File: config.mk
export PLATFORM = sky130hd
export DESIGN_NAME = load_store_unit
export DESIGN_NICKNAME = d
export VERILOG_FILES = /design/src/rtl/load_store_unit.sv
export SDC_FILE = /design/constraint.sdc
export NUM_CORES = 1
export LEC_CHECK = 0
export CAP_MARGIN = 20
export CORE_MARGIN = 1.5
export CORE_UTILIZATION = 45
export CTS_CLUSTER_DIAMETER = 200
export CTS_CLUSTER_SIZE = 40
export DETAILED_ROUTE_END_ITERATION = 12
export PLACE_DENSITY = 0.8
export SLEW_MARGIN = 25
export SYNTH_ARGS = -nofsm -noshare
export SYNTH_HDL_FRONTEND = slang
export SYNTH_SLANG_ARGS = --single-unit
File: constraint.sdc
create_clock -name clk -period 1.85 [get_ports clk]
set_clock_uncertainty 0.1 [all_clocks]
set_input_delay 0.37 -clock clk [delete_from_list [all_inputs] [get_ports clk]]
set_output_delay 0.37 -clock clk [all_outputs]
set_load 0.02 [all_outputs]
File: src/rtl/load_store_unit.sv
// load_store_unit
//   Bridges the MIPS MEM stage to a word-wide data memory. Byte and halfword
//   loads are extracted from the read word and then sign- or zero-extended.
//   Partial stores are done as read-modify-write. Byte lanes are big-endian.
//
//   Optional build macro: ALIGN_CHECK_EN
//     defined   : a misaligned halfword or word access is not performed.
//                 It completes in one cycle with err_o=1.
//     undefined : err_o stays 0. The low address bits are ignored and the
//                 access goes ahead on the aligned address.
//
//   Ports
//     clk, rst          clock; synchronous active-high reset
//     req_i             request, sampled only while ready_o=1
//     we_i              1=store, 0=load
//     size_i            00 byte, 01 halfword, 10/11 word
//     sext_i            sign-extend loads
//     addr_i, data_i    byte address; store data, right-justified
//     ready_o           idle and able to accept a request
//     done_o, err_o     one-cycle completion pulse; misalignment flag
//     data_o            load result, held until the next load completes
//     mem_addr_o        word-aligned byte address to memory
//     mem_cs_o          read select; the word is returned one cycle later
//     mem_we_o          write enable (issued with mem_cs_o=0)
//     mem_data_o        write word
//     mem_data_i        read word
module load_store_unit #(
  parameter int WIDTH = 32,
  parameter int SIZE  = 1024
) (
  input  logic             clk,
  input  logic             rst,
  input  logic             req_i,
  input  logic             we_i,
  input  logic [1:0]       size_i,
  input  logic             sext_i,
  input  logic [WIDTH-1:0] addr_i,
  input  logic [WIDTH-1:0] data_i,
  output logic             ready_o,
  output logic             done_o,
  output logic             err_o,
  output logic [WIDTH-1:0] data_o,
  output logic [WIDTH-1:0] mem_addr_o,
  output logic             mem_cs_o,
  output logic             mem_we_o,
  output logic [WIDTH-1:0] mem_data_o,
  input  logic [WIDTH-1:0] mem_data_i
);

  // The lane logic is hard-wired for four bytes. SIZE describes only the
  // attached memory, so neither parameter adds any logic here.
  if (WIDTH != 32 || SIZE < 1) begin : g_unsupported_cfg
  end

  typedef enum logic [2:0] {IDLE, RD, CAP, WR, DONE} state_t;

  state_t           state_reg;
  logic [WIDTH-1:0] addr_reg;
  logic [WIDTH-1:0] buf_reg;      // word buffer: read word, merged word or store word
  logic [WIDTH-1:0] data_o_reg;
  logic [15:0]      sdata_reg;    // only the low halfword is ever merged
  logic [1:0]       size_reg;
  logic             we_reg;
  logic             sext_reg;
  logic             done_reg;
  logic             err_reg;

  logic             req_misaligned;
  logic             is_byte;
  logic             is_half;
  logic [7:0]       byte_lane;
  logic [15:0]      half_lane;
  logic [WIDTH-1:0] load_word;
  logic [WIDTH-1:0] merged;

`ifdef ALIGN_CHECK_EN
  assign req_misaligned = ((size_i == 2'b01) && addr_i[0]) ||
                          (size_i[1] && (addr_i[1:0] != 2'b00));
`else
  assign req_misaligned = 1'b0;
`endif

  // Size 11 decodes as neither byte nor halfword, so it is treated as a word.
  assign is_byte = (size_reg == 2'b00);
  assign is_half = (size_reg == 2'b01);

  // Load lane extraction: byte offset 0 is the most significant byte.
  always_comb begin
    byte_lane = 8'h00;
    case (addr_reg[1:0])
      2'd0: byte_lane = mem_data_i[31:24];
      2'd1: byte_lane = mem_data_i[23:16];
      2'd2: byte_lane = mem_data_i[15:8];
      default: byte_lane = mem_data_i[7:0];
    endcase
    half_lane = addr_reg[1] ? mem_data_i[15:0] : mem_data_i[31:16];
    if (is_byte)
      load_word = {{24{sext_reg & byte_lane[7]}}, byte_lane};
    else if (is_half)
      load_word = {{16{sext_reg & half_lane[15]}}, half_lane};
    else
      load_word = mem_data_i;
  end

  // Store merge. Lane gi holds bits [31-8*gi -: 8]. A selected lane takes the
  // store byte and every other lane keeps the word read from memory. For a
  // halfword, the even lane of the pair gets the upper store byte.
  for (genvar gi = 0; gi < 4; gi++) begin : g_lane
    logic       lane_sel;
    logic [7:0] lane_src;
    assign lane_sel = is_byte ? (addr_reg[1:0] == 2'(gi))
                              : (is_half && (addr_reg[1] == 1'(gi / 2)));
    assign lane_src = is_byte ? sdata_reg[7:0] : sdata_reg[8*(1 - gi % 2) +: 8];
    assign merged[31-8*gi -: 8] = lane_sel ? lane_src : mem_data_i[31-8*gi -: 8];
  end

  always_ff @(posedge clk) begin
    if (rst) begin
      state_reg  <= IDLE;
      addr_reg   <= '0;
      buf_reg    <= '0;
      data_o_reg <= '0;
      sdata_reg  <= '0;
      size_reg   <= 2'b00;
      we_reg     <= 1'b0;
      sext_reg   <= 1'b0;
      done_reg   <= 1'b0;
      err_reg    <= 1'b0;
    end else begin
      done_reg <= 1'b0;
      err_reg  <= 1'b0;
      case (state_reg)
        IDLE: begin
          if (req_i) begin
            addr_reg  <= addr_i;
            size_reg  <= size_i;
            we_reg    <= we_i;
            sext_reg  <= sext_i;
            sdata_reg <= data_i[15:0];
            buf_reg   <= data_i;     // a word store writes this unchanged
            if (req_misaligned) begin
              state_reg <= DONE;
              done_reg  <= 1'b1;
              err_reg   <= 1'b1;
            end else if (!we_i || !size_i[1]) begin
              state_reg <= RD;
            end else begin
              state_reg <= WR;
            end
          end
        end
        RD: state_reg <= CAP;
        CAP: begin
          buf_reg <= merged;
          if (we_reg) begin
            state_reg <= WR;
          end else begin
            data_o_reg <= load_word;
            state_reg  <= DONE;
            done_reg   <= 1'b1;
          end
        end
        WR: begin
          state_reg <= DONE;
          done_reg  <= 1'b1;
        end
        DONE: state_reg <= IDLE;
        default: state_reg <= IDLE;
      endcase
    end
  end

  // Strobes are gated by rst so that a reset edge never touches memory,
  // not even one that lands in the WR cycle.
  assign ready_o    = (state_reg == IDLE) && !rst;
  assign mem_cs_o   = (state_reg == RD) && !rst;
  assign mem_we_o   = (state_reg == WR) && !rst;
  assign mem_addr_o = {addr_reg[WIDTH-1:2], 2'b00};
  assign mem_data_o = buf_reg;
  assign done_o     = done_reg;
  assign err_o      = err_reg;
  assign data_o     = data_o_reg;

endmodule
# After elaboration in Yosys (flattened, before gate mapping)

Index checks and enable logic that the tools add are counted.

Add/sub/neg operators: 0
Multipliers: 0
Divide/modulo/power cells: 0
$lt $le $gt $ge: 0
Eq/ne operators: 8
Shift-type cells: 0
Muxes and demuxes: 21
Bitwise gates (word level): 4
Reductions and logical operators: 16

Operators by type and width:

| cell                                          | number |
|---|---|
| 2-to-1 mux 32 bit                             | 3 |
| one-hot mux 32 bit (2 select lines)           | 1 |
| 2-to-1 mux 8 bit                              | 5 |
| one-hot mux 8 bit (3 select lines)            | 1 |
| 2-to-1 mux 16 bit                             | 1 |
| one-hot mux 3 bit (4 select lines)            | 1 |
| == test 3 x 2 -> 1 bit, second input constant | 2 |
| 2-to-1 mux 3 bit                              | 2 |
| AND reduction 2 bit                           | 3 |
| logical AND 1 bit                             | 5 |
| 2-to-1 mux 1 bit                              | 5 |
| == test 2 x 1 -> 1 bit, second input constant | 2 |
| == test 2 bit, second input constant          | 2 |
| zero test 2 bit                               | 2 |
| == test 3 x 1 -> 1 bit, second input constant | 1 |
| zero test 1 bit                               | 3 |
| zero test 3 bit                               | 1 |
| AND 1 bit                                     | 2 |
| 2-to-1 mux 2 bit                              | 1 |
| inequality test 2 bit, second input constant  | 1 |
| NOT 1 bit                                     | 2 |
| one-hot mux 1 bit (2 select lines)            | 1 |
| nonzero test 2 bit                            | 1 |
| logical OR 1 bit                              | 1 |

Register bits: 120
Bits in latches: 0
Bits in writable memories: 0
Bits in read-only memories: 0
Logic and storage cells: 58
Memories kept: 0

# Longest topological paths before layout

Gate-level depths: netlist of run 1.

Word-level depth: 5
Gate-level depth with buffers: 7
Depth with buffers taken out: 4

# Worst setup path before layout of run 1

No wires, ideal clock.

Path kind: input -> output
Start: input rst
End: output ready_o
Data arrival time: 1.400 ns
Setup slack: -0.020 ns
Stages on the path: 3
Buffers on the path: 2
Cell sequence: clkbuf_1 -> clkbuf_1 -> nor4_1

Cells in the longest elaborated chain, start to end: 2

RTL lines:

| what              | line | source |
|---|---|---|
| from (decl)       | 32   | `input logic rst,` |
| zero test 1 bit   | 175  | `assign ready_o = (state_reg == IDLE) && !rst;` |
| logical AND 1 bit | 175  |  |
| to (decl)         | 39   | `output logic ready_o,` |

No other way between the ends.

# Worst setup path in the final report of run 1

Start: register buf_reg[28] (netlist: mem_data_o[28])
End: output mem_data_o[28]

RTL lines:

| what                   | line | source |
|---|---|---|
| from (decl)            | 59   | `logic [WIDTH-1:0] buf_reg;` |
| from (signal assigned) | 140  | `buf_reg <= data_i;` |
| from (signal assigned) | 154  | `buf_reg <= merged;` |
| to (decl)              | 46   | `output logic [WIDTH-1:0] mem_data_o,` |

No word-level cell between the ends.

==> results of run 1 <==
repair_timing:
item | CTS | global route
gates resized for setup | 43 | 59
cloned | 0 | 2
setup endpoints to repair | 33 | 81
pin swaps | 0 | 2
hold buffers | 0 | 0
buffers inserted | 0 | 4
layout by cell type, fill, tap and decap left out, types with 10 or more instances in the layout:
cell,synthesis,final
sky130_fd_sc_hd__nand2_1,144,144
sky130_fd_sc_hd__clkdlybuf4s50_1,0,127
sky130_fd_sc_hd__dfxtp_1,120,113
sky130_fd_sc_hd__buf_4,37,71
sky130_fd_sc_hd__a21oi_1,58,58
sky130_fd_sc_hd__a211oi_1,45,43
sky130_fd_sc_hd__dlymetal6s2s_1,0,39
sky130_fd_sc_hd__nor2_1,38,37
sky130_fd_sc_hd__mux2i_1,31,30
sky130_fd_sc_hd__dlygate4sd2_1,0,30
sky130_fd_sc_hd__clkbuf_16,0,19
sky130_fd_sc_hd__nor2b_1,18,17
sky130_fd_sc_hd__nand3_1,16,16
sky130_fd_sc_hd__mux2_2,12,12
sky130_fd_sc_hd__o21ai_0,10,10
how the worst max path moves through the flow:
stage / end / slack [ns] / cells after the start
floorplan: data_o[6] / 0.14 / 5
global placement: data_o[9] / -0.31 / 5
detailed placement: data_o[9] / -0.36 / 5
CTS: mem_addr_o[21] / 0.001 / 1
global route: data_o[31] / -0.01 / 1
finish: mem_data_o[28] / 0.02 / 1
per-stage QoR:
step                power [W]  util, %
detailed placement    0.00507     64.8
CTS                   0.00811     68.8
finish                0.00815     70.6
global placement      0.00501     64.8
floorplan             0.00415        -
global route          0.00843     70.6
report_power, final:
group	internal [W]	switching, W	leakage (nW)	total (W)
clock network	0.00195	0.00114	0.266	0.00309
registers	0.00281	0.000152	0.987	0.00297
logic	0.00101	0.00109	2.81	0.00209
total	0.00578	0.00237	4.06	0.00815
logic make-up (layout without fill, tap and decap cells):
group / Yosys count / count (layout) / share of synthesized area, %
compound gates: 168 / 168 / 19.5
buf+inv: 87 / 316 / 9.40
flops: 120 / 120 / 41.0
mux: 51 / 51 / 10.5
other cells: 1 / 3 / 0.0640
simple gates: 248 / 248 / 19.6
routing by layer:
metal,track usage (%),wire [um]
met5,0,0
met4,14.0,956
met3,7.16,1800
met2,45.0,9210
met1,33.8,7620
layout make-up:
cell class                 count  area (um2)  area share, %
multi-input combinational    470        2940           32.9
sequential                   120        2410           27.0
timing repair buffer         284        2820           31.6
inverter                       1        3.75         0.0420
tap                          172         215           2.41
clock buffer                  21         440           4.92
clock inverter                10         105           1.18
==> results.md, run 1 <==
- The post-synthesis sequential area ratio is 41.0%.
- The startpoint identified for the worst hold timing path is rst.
- The first-pass detailed-route iteration total is 6.
- TritonCTS built the clock tree.
- The library cell used as clock root buffer is sky130_fd_sc_hd__clkbuf_16.
- Summing all placed instances gives a cell area of 8210 um2.
- The CTS buffer count is 17.
- For this run, the leading register cell type out of synthesis is sky130_fd_sc_hd__dfxtp_1.
- The flow ran to the end, and the final reports show no timing, DRC or antenna violations.
- The maximum count of clock buffers along a single path is 2.
- For this design the ratio of total power to cell area is 911 nW/um2.
- The area growth from synthesis to layout is 52.7%.
- 204 I/O pins were placed.
- The largest total area in the synthesized netlist belongs to sky130_fd_sc_hd__dfxtp_1.
- The total half-perimeter wirelength after legalization and detailed placement is 14200 um.
- Summed over all layers, the routed wires come to 19600 um.
- The worst path uses 98.8% of the clock period.
- The final hold violation count is 0.
- The share of post-route cells with drive strength above 1 is 18.3%.
- The sum of buffers and inverters on the critical path is 1.
- Hold is met by roughly 0.19 ns.
- The die is roughly 120 um tall.
- In this run, synthesis produced a sequential element count of 120.
- The leakage power summed over all cells is 4.06 nW.
- The DRC violation total after the first TritonRoute iteration is 564.
- Setup repair after global routing could not meet its margin everywhere.
- The category of cells accounting for the largest share of critical-path delay is buffers and inverters.
- The critical path's slowest cell is sky130_fd_sc_hd__clkdlybuf4s50_1.
- The worst path meets setup with 0.0224 ns of slack.
- The total clock sinks is 120.
- The kind of launch point of the worst setup path is a register.
- The largest single stage delay on the critical path is approximately 0.6 ns.
- Across the VDD grid, the largest voltage drop is 0.000527 V.
- The total number of vias is 5975.
- The via count of the first global-routing pass came to around 5700.
- The count of fill cells added during filler insertion is 953.
- The number of placed cells counting well taps is 1041.
- The clock slew seen by the registers of the worst setup and hold paths is 0.05 ns.
- The worst hold path terminates at state_reg[1].
- Counting instances in the post-synthesis netlist gives the leading cell types as sky130_fd_sc_hd__nand2_1, sky130_fd_sc_hd__dfxtp_1, sky130_fd_sc_hd__a21oi_1.
- The final total negative setup slack is 0 ns.
- In this run the mean area of a mapped cell was 8.68 um2.
- The most frequent cell after synthesis is sky130_fd_sc_hd__nand2_1.
- The transition time of the tightest slew-check pin is 0.580 ns.
- The number of distinct standard cells referenced by the synthesized netlist is 47.
- The number of flops mapped to enable cells by yosys is 0.
- The critical path is of the reg2out type.
- The worst-case register-to-register setup slack is approximately 0.050 ns.
- The H-tree depth reported by CTS is 4.
- The Yosys step of the flow raised 0 warnings.
- The width of the die is between 100 and 150 um.
- In this run the critical register-to-register path is launched from addr_reg[1].
- The remaining global-route overflow is 0.
- The worst register-to-register path has a depth of 7.
- The DRC violation count after routing is 0.
- The cell count after synthesis is ~680.
- The number of cells on the worst hold path is 3.
- The aggregate global-route resource usage is about 28%.
- Summing every instance area after synthesis gives between 5000 and 6000 um2.
- The post-layout minimum cycle time is between 1.5 and 2 ns.
- For the worst-skew pair, the clock arrives at the later sink with an insertion delay of 0.41 ns.
- The worst setup path is captured at an output pin.
- The first global-routing pass estimated between 20000 and 30000 um of wire.
- The starting density of the core is 46.2%.
- The net count of the finished layout is between 900 and 1000.
- The worst setup slack after placement is -0.361 ns.
- The count of max-cap constraint violations is 0.
- The worst min-delay path category is in2reg.
- In this run the critical register-to-register path is captured at data_o[8].
- The number of cell rows is between 40 and 50.
- The final antenna diode count is 0.
- The largest net degree at the start of global routing is 58.
- The area of the die is between 10000 and 15000 um2.
- Traced cell by cell, the critical path runs through clkdlybuf4s50_1.
- The routed length per instance is 18.2 um.
- The ratio of routed vias to standard cells is 5.54.
- Static timing analysis puts the maximum clock frequency at 547 MHz.
- The weighted congestion reported at the end of routability-driven placement is 0.918.
- The number of routed nets with antenna violations is 0.
- The initial antenna violation count is 0.
- The final-report max-slew violation count is 0.
- The final setup violation count is 0.
- The area fraction of the dominant cell type after synthesis is 41.0%.
- The finished layout cell area is 8940 um2.
- In this run the tool buffered the top-level ports with 200 buffer cells.
- The data required time at the worst endpoint is 1.38 ns.
- After synthesis, the share of flip-flops with an asynchronous set or reset is 0%.
- The maximum net fanout on the critical path is 2.
- STA puts the critical path data arrival time at 1.36 ns.
- For this run, the number of standard cells in the final layout without fillers is 1078.
- Headroom to the max-slew limit came out at roughly three fifths.
- The area of the core region is ~13000 um2.
- By area the synthesized netlist is led by sky130_fd_sc_hd__dfxtp_1, sky130_fd_sc_hd__nand2_1, sky130_fd_sc_hd__a211oi_1.
- The critical path starts at mem_data_o[28].
(Power assumes the default switching activity.)
==> inputs of run 2 (changes only) <==
--- a/config.mk
+++ b/config.mk
@@ -5,13 +5,14 @@
 export SDC_FILE = /design/constraint.sdc
 export NUM_CORES = 1
 export LEC_CHECK = 0
-export CAP_MARGIN = 20
+export ABC_AREA = 1
+export CAP_MARGIN = 10
 export CORE_MARGIN = 1.5
 export CORE_UTILIZATION = 45
 export CTS_CLUSTER_DIAMETER = 200
 export CTS_CLUSTER_SIZE = 40
 export DETAILED_ROUTE_END_ITERATION = 12
-export PLACE_DENSITY = 0.8
+export PLACE_DENSITY = 0.78
 export SLEW_MARGIN = 25
 export SYNTH_ARGS = -nofsm -noshare
 export SYNTH_HDL_FRONTEND = slang
==> run 2 against run 1 <==
  * Setup slack improved by 0.0027 ns
  * Sequential power increased by 6%
  * Via count increased by 11%
  * Die area increased by 8.8%
  * First-iteration DRC count increased by 4.1%
  * Critical endpoint is now mem_addr_o[4]
  * Largest cell class unchanged
==> results.md, run 2 <==
- The post-route non-filler standard cell count came to 1356 (+26%).
- The area of the die was 14900 um2 (+8.8%).
- The area fraction of the dominant cell type after synthesis came to 37.6% (-3.4 points).
- The net total in the final layout is 1266 (+27%).
- The insertion delay to the later sink of the worst-skew pair is 0.42 ns (about the same).
- The aggregate routed wire length was 19900 um (+1.8%).
- The total clock sinks is 120 (unchanged).
- TritonCTS built the clock tree.
- The first-pass GRT wire length came to 30500 um (+6.8%).
- The remaining global-route overflow is 0 (unchanged).
- In the layout the commonest cells are sky130_fd_sc_hd__nand2_1, sky130_fd_sc_hd__inv_1, sky130_fd_sc_hd__a21oi_1.
- The number of cell rows came to 43 (+4.9%).
- The count of fill cells added during filler insertion is 1221 (+28%).
- The largest net degree at the start of global routing was 93 (+60%).
- The initial antenna violation count is 0 (unchanged).
- The final setup violation count is 0 (unchanged).
- The number of flops mapped to enable cells by yosys came to 0 (unchanged).
- The most critical setup path has its endpoint at mem_addr_o[4].
- The ratio of routed vias to standard cells is 4.89 (-12%).
- The DRC violation count after routing is 0 (unchanged).
- The routed length per instance was 14.7 um (-19%).
- The count of max-cap constraint violations is 0 (unchanged).
- The type of element capturing the critical path is an output pin.
- The transition time of the tightest slew-check pin is 0.954 ns (+0.374 ns).
- The internal power component is 0.00638 W (+10%).
- In this run the most critical hold path is launched from rst.
- The cell sitting at the root of the clock tree is a sky130_fd_sc_hd__clkbuf_16.
- The combinational fraction of design power is 35.1% (+9.4 points).
- The via count of the first global-routing pass was 6102 (+7.9%).
- In the post-synthesis netlist, the biggest area contributors are sky130_fd_sc_hd__dfxtp_1, sky130_fd_sc_hd__nand2_1, sky130_fd_sc_hd__a21oi_1.
- The kind of launch point of the worst setup path is a register.
- The CTS buffer count is 17 (unchanged).
- The critical path depth in cells is 1 (unchanged).
- The total met3 wirelength after detailed routing came to 1630 um (-9.3%).
- The number of placed cells counting well taps is 1319 (+27%).
- The post-layout minimum cycle time came to 1.82 ns (-0.00266 ns).
- The first-pass detailed-route iteration total is 5 (-1).
- The core utilization of the finished layout was 65.8% (-4.8 points).
- The proportion of total power due to net switching was 34.5% (+5.4 points).
- The sequential power share is 32.2% (-4.2 points).
- The area of the core region is 13900 um2 (+9.5%).
- The count of buffers from port buffering is 200 (unchanged).
- The most frequent cell after synthesis is sky130_fd_sc_hd__nand2_1.
- The sum of met2 wire segment lengths after detailed routing came to 9430 um (+2.4%).
- The largest total area in the synthesized netlist belongs to sky130_fd_sc_hd__dfxtp_1.
- The signal on the critical path passes through clkdlybuf4s50_1.
- The final hold violation count is 0 (unchanged).
- The total half-perimeter wirelength after legalization and detailed placement is 14400 um (+1.5%).
- The worst min-delay path category is in2reg.
- The total standard cell area after synthesis is 6380 um2 (+9.0%).
- The maximum count of clock buffers along a single path was 2 (unchanged).
- The worst voltage drop across the vdd grid came to 0.000599 V (+14%).
- The register bit count reported by yosys is 120 (unchanged).
- The placed instance area came to 8400 um2 (+2.3%).
- The leakage power summed over all cells is 5.05 nW (+24%).
- The largest incremental delay on the critical path is 0.61 ns (about the same).
- The relative area change from synthesis to final layout is 43.1%.
- The synthesized area divided by synthesized cell count is 6.45 um2 (-26%).
- The number of distinct standard cells referenced by the synthesized netlist was 27 (-43%).
- The weighted congestion reported at the end of routability-driven placement came to 0.961 (+4.8%).
- The power density of the placed cells is 1070 nW/um2 (+17%).
- The clock slew seen by the registers of the worst setup and hold paths was 0.05 ns (about the same).
- The number of routed nets with antenna violations is 0 (unchanged).
- The die extent in y came to 122 um (+4.3%).
- The finished layout cell area is 9140 um2 (+2.2%).
- The highest layer touched by signal routing is met4.
- The data required time at the worst endpoint came to 1.38 ns (about the same).
- The startpoint identified for the worst register-to-register timing path is size_reg[0].
- The final total negative setup slack is 0 ns (unchanged).
- The count of cells along the worst register-to-register path is 6 (-1).
- The worst-case register-to-register setup slack is 0.08 ns (+0.03 ns).
- The final-report max-slew violation count is 0 (unchanged).
- The clock power share was 32.7% (-5.2 points).
- The most critical setup path has its startpoint at addr_reg[4].
- The cell count after synthesis is 990 (+47%).
- Leaving out fill and tap cells, the most frequent cell in the layout is sky130_fd_sc_hd__nand2_1.
- The worst max-slew margin expressed relative to the limit was 36.4% (-25 points).
- The type of the worst setup path is reg2out.
- The worst endpoint data arrival time is 1.35 ns (about the same).
- The share of post-route cells with drive strength above 1 is 8.51% (-9.8 points).
- The number of hold-repair buffers added at the cts stage is 0 (unchanged).
- The sum of buffers and inverters on the critical path is 1 (unchanged).
- The dominant synthesized flop cell is sky130_fd_sc_hd__dfxtp_1.
- The maximum net fanout on the critical path came to 2 (unchanged).
- The critical path's slowest cell is sky130_fd_sc_hd__clkdlybuf4s50_1.
- The wire length on met1 is 8580 um (+13%).
- Setup repair after global routing left no endpoint under its margin.
- The run finished with clean final reports.
- The highest achievable clock rate is 548 MHz (+0.15%).
- The H-tree depth reported by CTS came to 4 (unchanged).
- The yosys synthesis warning count came to 0 (unchanged).
- On the critical path the largest part of the delay comes from buffers and inverters.
- The endpoint identified for the worst register-to-register timing path is mem_data_o[12].
- The commonest cells after synthesis are sky130_fd_sc_hd__nand2_1, sky130_fd_sc_hd__inv_1, sky130_fd_sc_hd__a21oi_1.
- The DRC violation total after the first TritonRoute iteration is 587 (+4.1%).
- The post-synthesis sequential area ratio is 37.6% (-3.4 points).
- The total number of vias came to 6626 (+11%).
- The starting density of the core is 46.0% (-0.24 points).
- The count of boundary I/O pins was 204 (unchanged).
- The width of the die is 122 um (+4.3%).
- The switching power total is 0.00336 W (+42%).
- The share of synthesized flip-flops with an asynchronous set or reset was 0% (unchanged).
- The aggregate global-route resource usage is 26.5% (-1.1 points).
- The post-route fraction of the period consumed by the critical path is 98.6% (-0.14 points).
[run 2: cell types whose count changed after synthesis, sizes merged, moves of 18 or more]
cell | previous run | this run
nand2 | 144 | 294
a21oi | 58 | 130
mux2i | 31 | 0
nand3 | 16 | 81
a211oi | 46 | 6
inv | 1 | 171
nor2b | 18 | 0
o21ai | 10 | 53
[run 2: through the flow]
| stage | setup WS [ns] | hold WS [ns] | total power (W) |
|---|---|---|---|
| 5_1_grt | 0.000295 | 0.286 | 0.0103 |
| 4_1_cts | 0.000686 | 0.266 | 0.00978 |
| 3_5_place_dp | -0.299 | 0.353 | 0.00657 |
| 3_3_place_gp | -0.235 | 0.352 | 0.00653 |
| 2_1_floorplan | 0.0825 | 0.341 | 0.00532 |
| 6_report | 0.0250 | 0.270 | 0.00974 |
[run 2: cells by family (layout without fill, tap and decap cells)]
family,after synthesis,count (layout),share of synthesized area (%)
buffers and inverters,259,441,18.5
DFF,120,120,37.6
AOI/OAI and AO/OA,204,204,17.3
and+or+nand+nor,406,407,26.5
other,1,4,0.0587
[run 2: layout make-up]
| cell class | count | area, um2 | share of cell area [%] |
|---|---|---|---|
| Sequential cell | 120 | 2400 | 26.3 |
| Timing Repair Buffer | 239 | 2470 | 27.0 |
| Tap cell | 180 | 225 | 2.46 |
| Antenna cell | 1 | 2.50 | 0.0274 |
| Clock buffer | 23 | 468 | 5.12 |
| Clock inverter | 8 | 97.6 | 1.07 |
| Inverter | 171 | 642 | 7.02 |
| Multi-Input combinational cell | 614 | 2830 | 31.0 |
[run 2: timing repair]
action	CTS	global route
setup endpoints to repair	30	76
resized for setup	24	61
pin swaps	2	1
buffers inserted	3	1
gates cloned	0	1
[run 2: worst min-delay path by stage]
stage,depth (start not counted),slack (ns),endpoint
after floorplan,2,0.34,sdata_reg[8]
after CTS,3,0.27,addr_reg[4]
after global placement,2,0.35,addr_reg[18]
after detailed placement,2,0.35,sdata_reg[15]
final,3,0.27,addr_reg[10]
after global routing,3,0.29,state_reg[2]
[run 2: routing by layer]
| layer | track usage, % | vias up |
|---|---|---|
| met1 | 33.8 | 2949 |
| met2 | 43.7 | 256 |
| met5 | 0 | - |
| li1 | - | 3401 |
| met4 | 7.63 | 0 |
| met3 | 7.40 | 20 |
[run 2: power by group through the flow]
stage               registers (W)  logic [W]  clock network [W]
finish                    0.00314    0.00342            0.00318
global route              0.00318    0.00377            0.00332
CTS                       0.00315    0.00341            0.00322
detailed placement        0.00320    0.00338                  0
global placement          0.00319    0.00334                  0
floorplan                 0.00342    0.00190                  0
==> inputs of run 3 (changes only) <==
--- a/config.mk
+++ b/config.mk
@@ -6,9 +6,10 @@
 export NUM_CORES = 1
 export LEC_CHECK = 0
 export ABC_AREA = 1
-export CAP_MARGIN = 10
+export CAP_MARGIN = 20
 export CORE_MARGIN = 1.5
 export CORE_UTILIZATION = 45
+export CTS_BUF_LIST = sky130_fd_sc_hd__clkbuf_4
 export CTS_CLUSTER_DIAMETER = 200
 export CTS_CLUSTER_SIZE = 40
 export DETAILED_ROUTE_END_ITERATION = 12
==> run 3 against run 2 <==
  * The flow now finishes with violations (setup timing)
  * Via count rose by 0.63%
  * Worst hold slack got worse by 0.12 ns
  * Count of clock-buffer cells in the layout fell by 2
  * Sequential share of layout area rose by 1.4 points
  * Power fell by 15%
  * Utilization fell by 3.3 points
  * Flip-flop and latch count did not move
  * Maximum frequency fell by 1.7%
  * Routed wire length fell by 0.35%
  * First-iteration DRC count fell by 9.9%
  * Sequential power barely moved
  * Critical path depth rose by 4
  * Critical endpoint is now mem_we_o
==> results.md, run 3 (synthesis results as in run 2) <==
- The insertion delay to the later sink of the worst-skew pair is 0.53 ns (+0.11 ns).
- The remaining global-route overflow is 0 (unchanged).
- The largest net degree at the start of global routing is 93 (unchanged).
- The count of cells along the worst register-to-register path is 6 (unchanged).
- The maximum count of clock buffers along a single path was 2 (unchanged).
- The first-pass detailed-route iteration total came to 5 (unchanged).
- The via count of the first global-routing pass is 6155 (+0.87%).
- By startpoint and endpoint, the worst setup path is classified as reg2out.
- The H-tree depth reported by CTS is 4 (unchanged).
- The final-report max-slew violation count is 0 (unchanged).
- Leaving out fill and tap cells, the most frequent cell in the layout is sky130_fd_sc_hd__nand2_1.
- Setup repair after global routing could not meet its margin everywhere.
- The count of max-cap constraint violations is 0 (unchanged).
- The net total in the final layout is 1274 (+0.63%).
- The area of the die was 14900 um2 (unchanged).
- The number of hold-repair buffers added at the cts stage is 0 (unchanged).
- The library cell used as clock root buffer is sky130_fd_sc_hd__clkbuf_4.
- The worst min-delay path startpoint is rst.
- The data required time at the worst endpoint is 1.38 ns (about the same).
- The starting density of the core was 46.0% (unchanged).
- The area of the core region is 13900 um2 (unchanged).
- The weighted congestion reported at the end of routability-driven placement came to 0.961 (unchanged).
- The worst setup slack after placement is -0.299 ns (unchanged).
- The power density of the placed cells is 951 nW/um2 (-11%).
- The aggregate routed wire length was 19900 um (-0.35%).
- The initial antenna violation count came to 2 (+2).
- The ratio of routed vias to standard cells was 4.88 (about the same).
- The kind of launch point of the worst setup path is a register.
- The checks that failed: setup timing.
- The worst endpoint data arrival time is 1.39 ns (+0.04 ns).
- The switching power total is 0.00320 W (-4.7%).
- The CTS buffer count was 17 (unchanged).
- The final hold violation count is 0 (unchanged).
- The internal power component is 0.00506 W (-21%).
- The die extent in y was 122 um (unchanged).
- The number of cell rows is 43 (unchanged).
- Relative to the synthesized area, the layout overhead comes to 36.0%.
- The number of placed cells counting well taps is 1319 (unchanged).
- The share of post-route cells with drive strength above 1 came to 10.1% (+1.5 points).
- The count of buffers from port buffering is 200 (unchanged).
- The run finished, with violations left.
- The highest achievable clock rate is 539 MHz (-1.7%).
- The post-route non-filler standard cell count is 1365 (+0.66%).
- Leaving out fill and tap cells, the most frequent cells in the layout are sky130_fd_sc_hd__nand2_1, sky130_fd_sc_hd__inv_1, sky130_fd_sc_hd__a21oi_1.
- The proportion of total power due to net switching is 38.8% (+4.2 points).
- For hold timing, the worst endpoint is state_reg[2].
- The worst voltage drop across the vdd grid is 0.000585 V (-2.5%).
- The post-layout minimum cycle time is 1.86 ns (+0.0310 ns).
- The count of fill cells added during filler insertion is 1339 (+9.7%).
- The maximum net fanout on the critical path was 3 (+1).
- In this run the critical register-to-register path is captured at mem_data_o[12].
- The count of boundary I/O pins is 204 (unchanged).
- The worst slack on hold paths was 0.146 ns (-0.124 ns).
- The worst-case register-to-register setup slack is 0.08 ns (about the same).
- The total power is 0.00826 W (-15%).
- The transition time of the tightest slew-check pin is 0.955 ns (+0.00144 ns).
- The width of the die came to 122 um (unchanged).
- The post-route fraction of the period consumed by the critical path came to 100% (+1.7 points).
- The aggregate global-route resource usage came to 26.6% (+0.099 points).
- In this run the worst hold path is classified as in2reg.
- The leakage power summed over all cells was 4.36 nW (-14%).
- The first-pass GRT wire length is 30500 um (+0.25%).
- The sequential power share came to 38.0% (+5.8 points).
- The final setup violation count is 1 (+1).
- The total number of vias is 6668 (+0.63%).
- The DRC violation total after the first TritonRoute iteration is 529 (-9.9%).
- The total clock sinks came to 120 (unchanged).
- The clock power share is 22.0% (-11 points).
- The final worst-path setup slack is -0.00593 ns (-0.0310 ns).
- The worst max-slew margin expressed relative to the limit is 36.3% (-0.096 points).
- The routed length per instance is 14.5 um (-1.0%).
- STA classifies the critical path endpoint as an output pin.
- The combinational fraction of design power is 40.1% (+5.0 points).
- The number of cells on the worst hold path was 3 (unchanged).
- The clock slew seen by the registers of the worst setup and hold paths was 0.11 ns (+0.06 ns).
- The worst register-to-register path begins at size_reg[0].
- The number of routed nets with antenna violations was 0 (unchanged).
- The DRC violation count after routing was 0 (unchanged).
- The total half-perimeter wirelength after legalization and detailed placement was 14400 um (unchanged).
- The TritonCTS clock tree is built.
run 3: changes by cell type in the layout (fill, tap and decap cells not counted), sizes merged:
cell           previous run  this run
buf                      43        51
clkbuf                   23        21
clkdlybuf4s50           127       101
clkinv                    3         5
diode                     1         2
dlygate4sd2              12        95
dlymetal6s2s             57         0
run 3: per-layer routing:
metal,vias to the layer above,part of all wire [%],GRT usage (%)
met5,-,0,0
met4,0,1.7,9.01
met3,21,8.1,7.30
met2,241,47,43.9
met1,2976,43,33.5
li1,3430,-,-
run 3: power groups by stage:
| stage | registers, W | logic (W) | clock network [W] |
|---|---|---|---|
| floorplan | 0.00342 | 0.00190 | 0 |
| global placement | 0.00319 | 0.00334 | 0 |
| detailed placement | 0.00320 | 0.00338 | 0 |
| CTS | 0.00313 | 0.00326 | 0.00187 |
| global route | 0.00318 | 0.00366 | 0.00197 |
| finish | 0.00314 | 0.00331 | 0.00182 |
run 3: timing repair:
action / 4_1_cts / 5_1_grt
gates cloned: 0 / 1
buffers inserted: 12 / 1
endpoints found under the setup margin: 120 / 19
resized for setup: 116 / 8
endpoints found under the hold margin: 0 / 0
pin swaps: 4 / 4
run 3: final cells by class:
cell class              instances  area, um2  share of cell area (%)
multi-input cells             614       2850                    32.8
clock inverters                10        105                    1.21
clock buffers                  21        158                    1.82
well taps                     180        225                    2.59
repair buffers                247       2290                    26.4
inverters                     171        642                    7.39
diodes                          2       5.00                  0.0576
flip-flops and latches        120       2410                    27.7
run 3: how the worst max path moves through the flow:
stage / slack [ns] / cells past startpoint / to / from
5_1_grt: -0.12 / 5 / mem_we_o / state_reg[0]
2_1_floorplan: 0.08 / 4 / mem_cs_o / rst
3_3_place_gp: -0.24 / 8 / mem_data_o[30] / req_i
3_5_place_dp: -0.30 / 8 / mem_data_o[26] / req_i
6_report: -0.006 / 5 / mem_we_o / state_reg[0]
4_1_cts: -0.04 / 5 / mem_we_o / state_reg[0]
run 3: critical path, cell delays in order, from the launching register on:
cell	delay (ns)
sky130_fd_sc_hd__dfxtp_2	0.37
sky130_fd_sc_hd__inv_2	0.05
sky130_fd_sc_hd__nor2_1	0.08
sky130_fd_sc_hd__nand2_1	0.08
sky130_fd_sc_hd__nor2_1	0.10
sky130_fd_sc_hd__buf_4	0.15
run 3: per-stage QoR:
step	utilization [%]	TNS [ns]	instance area [um2]
6_report	62.6	-0.00593	8690
5_1_grt	62.6	-0.309	8680
4_1_cts	62.3	-0.0876	8650
3_5_place_dp	60.5	-9.73	8400
3_3_place_gp	60.5	-7.15	8400
2_1_floorplan	-	0	6400
==> variant: new RTL, flow settings as in run 1 <==
Re-encode `state_t` (5 states) as one-hot, 5 bits wide.
--- a/src/rtl/load_store_unit.sv
+++ b/src/rtl/load_store_unit.sv
@@ -54,3 +54,3 @@
 
-  typedef enum logic [2:0] {IDLE, RD, CAP, WR, DONE} state_t;
+  typedef enum logic [4:0] {IDLE = 5'b00001, RD = 5'b00010, CAP = 5'b00100, WR = 5'b01000, DONE = 5'b10000} state_t;
 
Function: no difference found for any inputs over 4 cycles, from zero or initial values and one cycle with rst high; so few cycles prove little.
==> variant against run 1 <==
The flow now finishes with violations (negative setup slack); non-clock buffer count grew 4; sequential share of layout area shrank 2.0 points; total power shrank 0.60%; design area grew 9.7%; wire length grew 15%; worst setup slack lost 0.18 ns; sequential cell count grew 2; area after synthesis grew 3.6%.
==> variant: results (changes against run 1) <==
----------------------------------------------------
[Outcome]
  Result of the run ... finished, violations left (was finished clean)
  Violations in the final reports ... negative setup slack

[CTS]
  # H-tree levels ... 4 (unchanged)
  Inserted Clock Buffers ... 17 (unchanged)
  Maximum clock path buffer count ... 2 (unchanged)
  Worst-Skew Late Latency ... 0.43 ns (was 0.41 ns)

[GRT]
  Largest net degree at the start of global routing ... 106 (was 58)
  Antenna violations before repair ... 1 (was 0)
  Number of global-route vias before repair ... 5866 (was 5653)
  Overall fraction of global-route tracks in use ... 28.06% (was 27.56%)
  Wire length of the first global-routing pass ... 30.93 mm (was 28.53 mm)

[Worst setup path]
  Max incr delay on CP ... 0.33 ns (was 0.61 ns)
  Largest driver fanout on the critical path ... 10 (was 2)
  Signal arrival time at the worst endpoint ... 2.24 ns (was 1.36 ns)
  Critical Path Slowest Stage Cell ... sky130_fd_sc_hd__dfxtp_2 (was sky130_fd_sc_hd__clkdlybuf4s50_1)
  FF-to-FF Start ... state_reg[0]$_SDFFE_PP1P_ (was addr_reg[1]$_SDFFE_PP0P_)
  CP Class ... reg2reg (was reg2out)

[Power and ir drop]
  Leakage power figure ... 4.610 nW (was 4.062 nW)
  Largest vdd supply drop ... 553.9 µV (was 527.0 µV)

[Synthesis]
  Async SR Flop Fraction ... 0% (unchanged)
  Cells taking the most area after synthesis ... sky130_fd_sc_hd__dfxtp_1 40%, sky130_fd_sc_hd__nand2_1 8.0%, sky130_fd_sc_hd__a21oi_1 7.4% (was sky130_fd_sc_hd__dfxtp_1 41%, sky130_fd_sc_hd__nand2_1 9.2%, sky130_fd_sc_hd__a211oi_1 5.8%)
  Dominant synthesized flop cell ... sky130_fd_sc_hd__dfxtp_1 (unchanged)
  Warnings from Yosys ... 0 (unchanged)
  Sequential share of the synthesized area ... 40.25% (was 41.01%)
  Most common library cells after synthesis ... 130 x sky130_fd_sc_hd__nand2_1, 122 x sky130_fd_sc_hd__dfxtp_1, 90 x sky130_fd_sc_hd__a21oi_1 (was 144 x sky130_fd_sc_hd__nand2_1, 120 x sky130_fd_sc_hd__dfxtp_1, 58 x sky130_fd_sc_hd__a21oi_1)

[Cells and area]
  Final layout net count ... 1026 (was 997)
  Layout cell share with drive strength beyond 1 ... 21.71% (was 18.32%)

[Placed design]
  Worst slack, placed ... -0.2869 ns (was -0.3612 ns)
  Global placer's final weighted congestion ... 0.8983 (was 0.9176)
  # port buffers ... 200 (unchanged)
  HPWL after detailed placement ... 13.95 mm (was 14.21 mm)

[Timing]
  Number of setup violations in the final report ... 34 (was 0)
  Slew headroom ... 63.45% (was 61.33%)
  Post-layout worst setup margin ... -0.1579 ns (was 0.02239 ns)

[Route]
  First DRT Iteration DRCs ... 661 (was 564)
  Mean number of vias per cell ... 5.877 (was 5.543)
  Post-detailed-route wirelength per cell ... 20.31 µm (was 18.17 µm)

[Worst hold path]
  Min-Delay Path Class ... in2reg (unchanged)

----------------------------------------------------
variant: final cells by class:
type	instances	area [µm²]
diodes	1	2.502
clock buffers	23	498.0
clock inverters	8	115.1
fillers	912	3379
inverters	2	7.507
multi-input cells	492	3431
flip-flops and latches	122	2451
well taps	176	220.2
repair buffers	288	3085
variant: cells by family after synthesis:
| group | count (synthesis) | synth area share [%] |
|---|---|---|
| AOI/OAI and AO/OA | 184 | 20.99 |
| buffers and inverters | 101 | 9.093 |
| DFF | 122 | 40.25 |
| muxes | 42 | 8.516 |
| and+or+nand+nor | 262 | 21.09 |
| other | 1 | 0.06180 |
variant: layer usage:
| layer | up-vias | GRT usage [%] | part of all wire [%] |
|---|---|---|---|
| li1 | 2929 | - | - |
| met1 | 3101 | 36.97 | 40 |
| met2 | 415 | 43.46 | 46 |
| met3 | 90 | 6.226 | 8.9 |
| met4 | 0 | 13.78 | 4.4 |
| met5 | - | 0 | 0 |
variant: worst max-delay path, delay by kind of cell, from the launching register on:
family	cells	cell delay, ns
DFF	1	0.33
buffers and inverters	4	0.60
AOI/OAI and AO/OA	1	0.23
and+or+nand+nor	3	0.64
variant: path summary, 6_finish.rpt:
kind                                    end  slack (ns)  cells after the start
hold / removal    state_reg[0]$_SDFFE_PP1P_        0.12                      3
hold reg to reg   addr_reg[23]$_SDFFE_PP0P_        0.35                      2
setup / recovery     data_o[5]$_SDFFE_PP0P_       -0.16                      8
setup reg to reg     data_o[5]$_SDFFE_PP0P_       -0.16                      8
variant: stage by stage:
step | power [mW] | hold WS, ns | setup TNS, ns | instances | instance area (µm²)
after floorplan | 3.780 | 0.3357 | 0 | 714 | 6082
after global placement | 4.513 | 0.3406 | -6.367 | 1061 | 8481
after detailed placement | 4.538 | 0.3457 | -7.795 | 1061 | 8481
after CTS | 7.953 | 0.1234 | -0.4995 | 1095 | 9146
after global routing | 8.350 | 0.1282 | -5.115 | 1111 | 9808
final | 8.101 | 0.1230 | -2.921 | 1112 | 9811
variant: power breakdown:
part	internal (mW)	total, mW	leakage [nW]	switching (mW)
logic	0.810	1.72	3.30	0.912
registers	2.78	2.88	0.999	0.102
clock network	2.28	3.49	0.309	1.22
variant: what timing repair did:
action | 4_1_cts | 5_1_grt
endpoints found under the setup margin | 53 | 116
hold endpoints to repair | 0 | 0
gates resized for setup | 71 | 115
setup buffers | 2 | 9
cloned | 1 | 8
pin swaps | 8 | 37
